`src/rtl/serial_arith_pkg.sv`:
```
// serial_arith_pkg: state encoding and opcode constants shared by the serial arithmetic unit
package serial_arith_pkg;
    typedef enum logic [1:0] {
        S_IDLE = 2'd0,
        S_RUN  = 2'd1,
        S_DONE = 2'd2
    } state_t;
    localparam logic OP_ADD = 1'b0;
    localparam logic OP_SUB = 1'b1;
endpackage

```
`src/rtl/fa_cell.sv`:
```
// fa_cell: one-bit full adder from two half adders and an OR
module fa_cell (
    input  logic a,
    input  logic b,
    input  logic c_in,
    output logic s,
    output logic c_out
);
    logic s0, c0, c1;
    half_adder u_ha0 (.a(a),  .b(b),    .s(s0), .c(c0));
    half_adder u_ha1 (.a(s0), .b(c_in), .s(s),  .c(c1));
    assign c_out = c0 | c1;
endmodule

```
`src/rtl/half_adder.sv`:
```
// half_adder: one-bit half adder
module half_adder (
    input  logic a,
    input  logic b,
    output logic s,
    output logic c
);
    assign s = a ^ b;
    assign c = a & b;
endmodule

```
`src/rtl/serial_add_sub.sv`:
```
// serial_add_sub: bit-serial add/subtract, one bit per clock LSB first, start/busy/done handshake
module serial_add_sub
    import serial_arith_pkg::*;
#(
    parameter int WIDTH = 8,
    parameter int CNT_W = $clog2(WIDTH)
) (
    input  logic             clk,
    input  logic             reset,
    input  logic             start,
    input  logic             sub,
    input  logic [WIDTH-1:0] a,
    input  logic [WIDTH-1:0] b,
    output logic             busy,
    output logic             done,
    output logic [WIDTH-1:0] result,
    output logic             c_out,
    output logic             overflow
);
    state_t           state_q, state_d;
    logic [WIDTH-1:0] a_q, a_d, b_q, b_d, res_q, res_d;
    logic [CNT_W-1:0] cnt_q, cnt_d;
    logic             carry_q, carry_d, c_out_q, c_out_d, ovf_q, ovf_d;
    logic             fa_s, fa_c, last;

    fa_cell u_fa (.a(a_q[0]), .b(b_q[0]), .c_in(carry_q), .s(fa_s), .c_out(fa_c));

    assign last = cnt_q == CNT_W'(WIDTH - 1);

    always_comb begin
        state_d = state_q;
        a_d     = a_q;
        b_d     = b_q;
        res_d   = res_q;
        cnt_d   = cnt_q;
        carry_d = carry_q;
        c_out_d = c_out_q;
        ovf_d   = ovf_q;
        if (state_q == S_IDLE && start) begin
            a_d     = a;
            b_d     = (sub == OP_SUB) ? ~b : b;
            carry_d = sub;
            cnt_d   = '0;
            state_d = S_RUN;
        end else if (state_q == S_RUN) begin
            a_d     = a_q >> 1;
            b_d     = b_q >> 1;
            res_d   = {fa_s, res_q[WIDTH-1:1]};
            carry_d = fa_c;
            cnt_d   = last ? '0 : cnt_q + 1'b1;
            // carry_q is the carry into the MSB on the last bit
            if (last) begin
                c_out_d = fa_c;
                ovf_d   = carry_q ^ fa_c;
                state_d = S_DONE;
            end
        end else if (state_q != S_IDLE) begin
            state_d = S_IDLE;
        end
    end

    always_ff @(posedge clk or posedge reset) begin
        if (reset) begin
            state_q <= S_IDLE;
            a_q     <= '0;
            b_q     <= '0;
            res_q   <= '0;
            cnt_q   <= '0;
            carry_q <= 1'b0;
            c_out_q <= 1'b0;
            ovf_q   <= 1'b0;
        end else begin
            state_q <= state_d;
            a_q     <= a_d;
            b_q     <= b_d;
            res_q   <= res_d;
            cnt_q   <= cnt_d;
            carry_q <= carry_d;
            c_out_q <= c_out_d;
            ovf_q   <= ovf_d;
        end
    end

    assign busy     = state_q == S_RUN;
    assign done     = state_q == S_DONE;
    assign result   = res_q;
    assign c_out    = c_out_q;
    assign overflow = ovf_q;
endmodule

```
`config.mk`:
```
export PLATFORM = sky130hd
export DESIGN_NAME = serial_add_sub
export DESIGN_NICKNAME = d
export VERILOG_FILES = /design/src/rtl/serial_arith_pkg.sv /design/src/rtl/fa_cell.sv /design/src/rtl/half_adder.sv /design/src/rtl/serial_add_sub.sv
export SDC_FILE = /design/constraint.sdc
export NUM_CORES = 1
export LEC_CHECK = 0
export ABC_AREA = 1
export CAP_MARGIN = 5
export CELL_PAD_IN_SITES_DETAIL_PLACEMENT = 0
export CELL_PAD_IN_SITES_GLOBAL_PLACEMENT = 1
export CORE_ASPECT_RATIO = 1.1
export CORE_MARGIN = 2
export CORE_UTILIZATION = 30
export CTS_BUF_LIST = sky130_fd_sc_hd__clkbuf_16
export DETAILED_ROUTE_END_ITERATION = 7
export PLACE_DENSITY_LB_ADDON = 0.1
export SLEW_MARGIN = 20
export SYNTH_ARGS = -nofsm -noshare
export SYNTH_HDL_FRONTEND = slang
export SYNTH_SLANG_ARGS = --single-unit
```
`constraint.sdc`:
```
create_clock -name clk -period 1.3 [get_ports clk]
set_input_delay 0.26 -clock clk [delete_from_list [all_inputs] [get_ports clk]]
set_output_delay 0.26 -clock clk [all_outputs]
set_load 0.1 [all_outputs]
```
==> key figures, run 1 <==
Setup path
  – R2R setup slack: 0.06 ns
  – WP data required: 1.04 ns
  – Reg-to-Reg Start: state_q[0]$_DFFE_PP0P_
  – Worst r2r dst: a_q[2]$_DFFE_PP0P_
  – Critical-path top delay cell: dfrtp_1
  – CP Data Arrival Time: 1.12 ns
  – Worst-path cell chain: clkinv_4 > nor2_4 > buf_12
  – Delay of the slowest critical-path stage: 0.41 ns
  – Setup crit start kind: flip-flop
  – Worst setup EP type: primary output
  – Crit Path Max Fanout: 4
  – R2R cell count: 6
  – Crit path kind: flip-flop to primary output

Synthesis
  – Synthesized flop and latch total: 32
  – Top post-synthesis cells by area: dfrtp_1 51%, nand2_1 28%, nand3_1 4.8%, buf_6 2.9%, inv_1 2.4%
  – Yosys warnings: 0
  – Unique cell type count in the Yosys netlist: 17
  – Area leader, netlist: dfrtp_1
  – Register area share after synthesis: 50.9%
  – Syn Nets: 224
  – Share of the synthesized area in the top cell type: 50.9%
  – Cells after synthesis: 201
  – Syn_area_per_cell: 7.83 um^2
  – Cell area after synthesis: 1570 um^2

Placement
  – Placer Congestion: 0.763
  – Post-DP HPWL: 2450 um
  – Dpl ws: -0.150 ns
  – Placed inst area: 2120 um^2
  – # port buffers: 31

Layout
  – Net count reported at finish: 274
  – Ratio of cells with drive above 1 in the final layout: 19.0%
  – Most frequent cells in the layout: 116 x nand2_1, 31 x dfrtp_1, 19 x clkdlybuf4s50_1, 15 x nand3_1, 13 x buf_12
  – N_diodes: 0
  – Design Area, Final: 2350 um^2
  – Synth-to-Final Area Change: 49.0%
  – Commonest non-fill, non-tap cell in the layout: nand2_1

Floorplanning
  – Initial Util: 31.3%
  – Core ar.: 5030 um^2
  – DIE WIDTH: 73.1 um
  – Std-Cell Rows: 27
  – Die span in y: 80.0 um
  – I/O pin cnt: 32
  – Total die area: 5840 um^2

CTS
  – Clock Sinks: 32
  – CTS Buf Count: 5
  – Clock buffer depth: 2
  – CTS tree: built
  – Root buffer cell: clkbuf_16
  – Clock transition at the registers of the reported paths: 0.05 ns
  – Clk Latency, worst-skew pair: 0.28 ns
  – H-tree level count: 2

STA
  – Period utilization: 106%
  – Clk_skew: 0.00268 ns
  – Slew @ Worst Pin: 0.305 ns
  – Final setup fails: 2
  – Final Hold Viols: 0
  – Rel. slew slack: 79.6%
  – Setup TNS: -0.147 ns
  – Hold WS: 0.330 ns
  – Max-slew violations: 0
  – Fin crit period: 1.38 ns
  – Highest clock rate: 0.726 GHz
  – Setup ws final: -0.0777 ns
  – RSZ-0062 raised after global routing: true

Route
  – Drc violations: 0
  – Vias/cell: 4.45
  – 1st-pass router iterations: 4
  – DRT iter0 DRCs: 56
  – Routed WL: 3390 um
  – Antenna Nets Post-Route: 0
  – Routed len/inst: 10.9 um
  – Via count: 1378

Global routing
  – First-pass GRT wire length: 5620 um
  – Gr usage total: 12.7%
  – Congestion Overflow GR: 0
  – Initial antenna violation count: 0
  – Largest net degree at the start of global routing: 33
  – Vias in the first global route: 1282

Run status
  – Status: finished with violations
  – Failing checks: setup timing

Run
  – Max Cap Viol: 0

Power
  – Power Density: 2670 nW/um^2
  – Worst VDD drop: 0.973 mV
  – Pleak: 0.00121 uW
  – Power, Total: 6260 uW

Min path
  – Worst Hold Class: primary input to async pin
-- synth_stat cells (all sizes together) --
cell / n
dfrtp: 32
nand2: 117
xnor2: 2
o21ai: 6
buf: 7
nand3: 16
clkinv: 1
ha: 2
fa: 1
inv: 14
nor2: 3
-- routing by layer --
layer / share of wire [%] / global-route usage, % / up-vias
li1: - / - / 712
met1: 44 / 14.0 / 629
met2: 49 / 21.7 / 32
met3: 4.5 / 3.41 / 5
met4: 2.8 / 7.22 / 0
met5: 0 / 0 / -
-- critical path: cells and delay by family (launching register included) --
family | cells | cell delay (ns)
buf+inv | 2 | 0.26
flops | 1 | 0.41
simple gates | 1 | 0.17
-- registers in the layout, indices dropped and copies added (netlist names) --
register / cells
result: 8
state_q: 2
b_q: 8
c_out: 1
cnt_q: 3
carry_q: 1
overflow: 1
a_q: 8
-- report_power, final --
group	total, uW	switching [uW]	internal (uW)
combinational	3410	2060	1360
clock	1080	398	687
sequential	1760	340	1420
-- area by class of cell --
type                    count  area [um^2]
fillers                   497         2690
well taps                  58         72.6
repair buffers             49          601
flip-flops and latches     32          802
clock buffers               5          125
inverters                  15         63.8
clock inverters             3         11.3
multi-input cells         148          671
-- per-stage QoR --
stage | std cells | util (%)
after global routing | 310 | 46.6
after floorplan | 201 | -
after global placement | 294 | 42.0
final | 310 | 46.6
after CTS | 304 | 45.1
after detailed placement | 294 | 42.0
-- worst max-delay path by stage --
stage                           startpoint            endpoint  slack, ns  cells after the start
global placement                     start  a_q[0]$_DFFE_PP0P_      -0.12                      6
finish              state_q[0]$_DFFE_PP0P_                busy      -0.08                      3
detailed placement                     sub  b_q[4]$_DFFE_PP0P_      -0.15                      7
CTS                 state_q[0]$_DFFE_PP0P_                busy       -0.1                      3
floorplan           state_q[1]$_DFFE_PP0P_                done       0.03                      2
global route        state_q[0]$_DFFE_PP0P_                busy      -0.11                      3
-- cell families after synthesis --
group	synth area share (%)
xor+xnor	1.11
compound gates	2.15
buf+inv	8.03
simple gates	35.0
flops	50.9
fa+ha+maj	2.86
-- repair_timing --
item | in CTS | in global routing
pin swaps | 0 | 2
gates cloned | 0 | 1
endpoints found under the setup margin | 2 | 10
hold buffers | 0 | 0
gates resized for setup | 1 | 8
buffers inserted | 2 | 5
No activity file was read; power rests on OpenSTA's default activity.
==> run 2: changes to the inputs <==
Settings changed: CTS_BUF_LIST sky130_fd_sc_hd__clkbuf_16 to unset.
==> run 2 against run 1 <==
The flow still finishes with violations (setup timing). Setup slack lost 0.0083 ns. Hold slack got worse by 0.0038 ns. Die area unchanged. Cell count is the same. Sequential power barely moved. Largest power group unchanged. Utilization is 0.99 points lower.
==> key figures, run 2 (synthesis gave the netlist of run 1 again) <==
Run status
  – Status: finished with violations
  – Failing checks: setup timing

Power
  – Worst VDD drop: 0.944 mV
  – Net Sw Power: 2750 uW
  – Combinational share of power: 57.5%
  – Sw Ratio: 46.1%
  – Power Density: 2590 nW/um^2
  – Pleak: 0.00119 uW
  – Int Pwr: 3200 uW
  – Power share of the clock group: 12.9%
  – Seq pwr share: 29.6%

Layout
  – Net count reported at finish: 274
  – Commonest non-fill, non-tap cell in the layout: nand2_1
  – Most frequent cells in the layout: 116 x nand2_1, 31 x dfrtp_1, 19 x clkdlybuf4s50_1, 15 x nand3_1
  – N_diodes: 0
  – Design Area, Final: 2300 um^2
  – Synth-to-Final Area Change: 45.9%
  – Fillers: 497
  – Sequential Area: 802 um^2
  – Ratio of cells with drive above 1 in the final layout: 19.4%
  – Area of the multi-input gates: 671 um^2

STA
  – Fin crit period: 1.39 ns
  – Clk_skew: 0.00282 ns
  – Hold WS: 0.326 ns
  – RSZ-0062 raised after global routing: true
  – Slew @ Worst Pin: 0.305 ns
  – Final Hold Viols: 0
  – Setup ws final: -0.0860 ns
  – Setup TNS: -0.159 ns
  – Period utilization: 107%
  – Final setup fails: 2
  – Highest clock rate: 0.722 GHz
  – Max-slew violations: 0
  – Rel. slew slack: 79.6%

CTS
  – Root buffer cell: clkbuf_8
  – Clock Sinks: 32
  – CTS tree: built
  – H-tree level count: 2
  – CTS Buf Count: 5
  – Clk Latency, worst-skew pair: 0.28 ns
  – Clock buffer depth: 2
  – Clock transition at the registers of the reported paths: 0.06 ns

Route
  – Vias/cell: 4.46
  – DRT iter0 DRCs: 60
  – Drc violations: 0
  – 1st-pass router iterations: 4
  – Routed WL: 3360 um
  – Routed len/inst: 10.8 um
  – Via count: 1382
  – Antenna Nets Post-Route: 0

Placement
  – Placer Congestion: 0.763
  – Post-DP HPWL: 2450 um
  – Placed inst area: 2120 um^2
  – # port buffers: 31

Setup path
  – WP data required: 1.04 ns
  – Crit path kind: flip-flop to primary output
  – Worst setup EP type: primary output
  – Setup crit start kind: flip-flop
  – Crit Path Max Fanout: 4
  – CP Data Arrival Time: 1.13 ns

Global routing
  – Congestion Overflow GR: 0
  – Gr usage total: 12.3%
  – Vias in the first global route: 1287
  – Largest net degree at the start of global routing: 33
  – Initial antenna violation count: 0
  – First-pass GRT wire length: 5550 um

Floorplanning
  – DIE WIDTH: 73.1 um
  – Total die area: 5840 um^2
  – Core ar.: 5030 um^2
  – I/O pin cnt: 32
  – Die span in y: 80.0 um
  – Initial Util: 31.3%
  – Std-Cell Rows: 27

Run
  – Max Cap Viol: 0

Min path
  – Worst Hold Class: primary input to async pin
run 2: cell count changes in the layout (fill, tap and decap cells not counted), sizes merged:
cell    delta
clkinv     -1
inv        -2
clkbuf     +3
run 2: path summary, 6_finish.rpt:
path | start | endpoint | slack, ns | cells after the start
min in group clk | b_q[3]$_DFFE_PP0P_ | b_q[3]$_DFFE_PP0P_ | 0.48 | 2
worst max register to register | state_q[0]$_DFFE_PP0P_ | b_q[7]$_DFFE_PP0P_ | 0.04 | 6
max in group asynchronous | reset | state_q[1]$_DFFE_PP0P_ | 0.79 | 3
worst min register to register | b_q[3]$_DFFE_PP0P_ | b_q[3]$_DFFE_PP0P_ | 0.48 | 2
worst min-delay path | reset | result[1]$_DFFE_PP0P_ | 0.33 | 3
worst max-delay path | state_q[0]$_DFFE_PP0P_ | busy | -0.09 | 3
run 2: per-stage QoR:
stage	power [uW]	cells	utilization [%]	setup slack (ns)
finish	5950	310	45.6	-0.0860
detailed placement	5010	294	42.0	-0.150
global placement	4940	294	42.0	-0.123
CTS	5830	304	44.2	-0.112
global route	6340	310	45.6	-0.125
floorplan	3900	201	-	0.0337
run 2: power by group through the flow:
stage | combinational (uW) | clock [uW] | sequential, uW
after floorplan | 1290 | 0 | 2610
after global placement | 3180 | 0 | 1760
after detailed placement | 3230 | 0 | 1780
after CTS | 3270 | 799 | 1770
after global routing | 3680 | 845 | 1820
final | 3420 | 770 | 1760
run 2: layout make-up:
class	instances	share of cell area, %
Clock buffer	8	3.92
Inverter	15	2.78
Tap cell	58	3.16
Multi-Input combinational cell	148	29.2
Sequential cell	32	34.9
Timing Repair Buffer	49	26.0
run 2: repair_timing:
item,CTS,global route
hold buffers,0,0
pin swaps,0,2
endpoints found under the setup margin,2,10
setup buffers,2,5
resized for setup,1,7
gates cloned,0,1
run 2: metal layers:
layer	share of wire (%)	global-route usage, %	vias up
li1	-	-	711
met1	44	14.1	634
met2	50	21.2	31
met3	4.1	2.27	6
met4	1.8	6.85	0
met5	0	0	-
run 2: critical path, stage by stage, from the launching register on:
cell and delay [ns]:
dfrtp_1 0.41, clkinv_4 0.07, nor2_4 0.17, buf_12 0.19
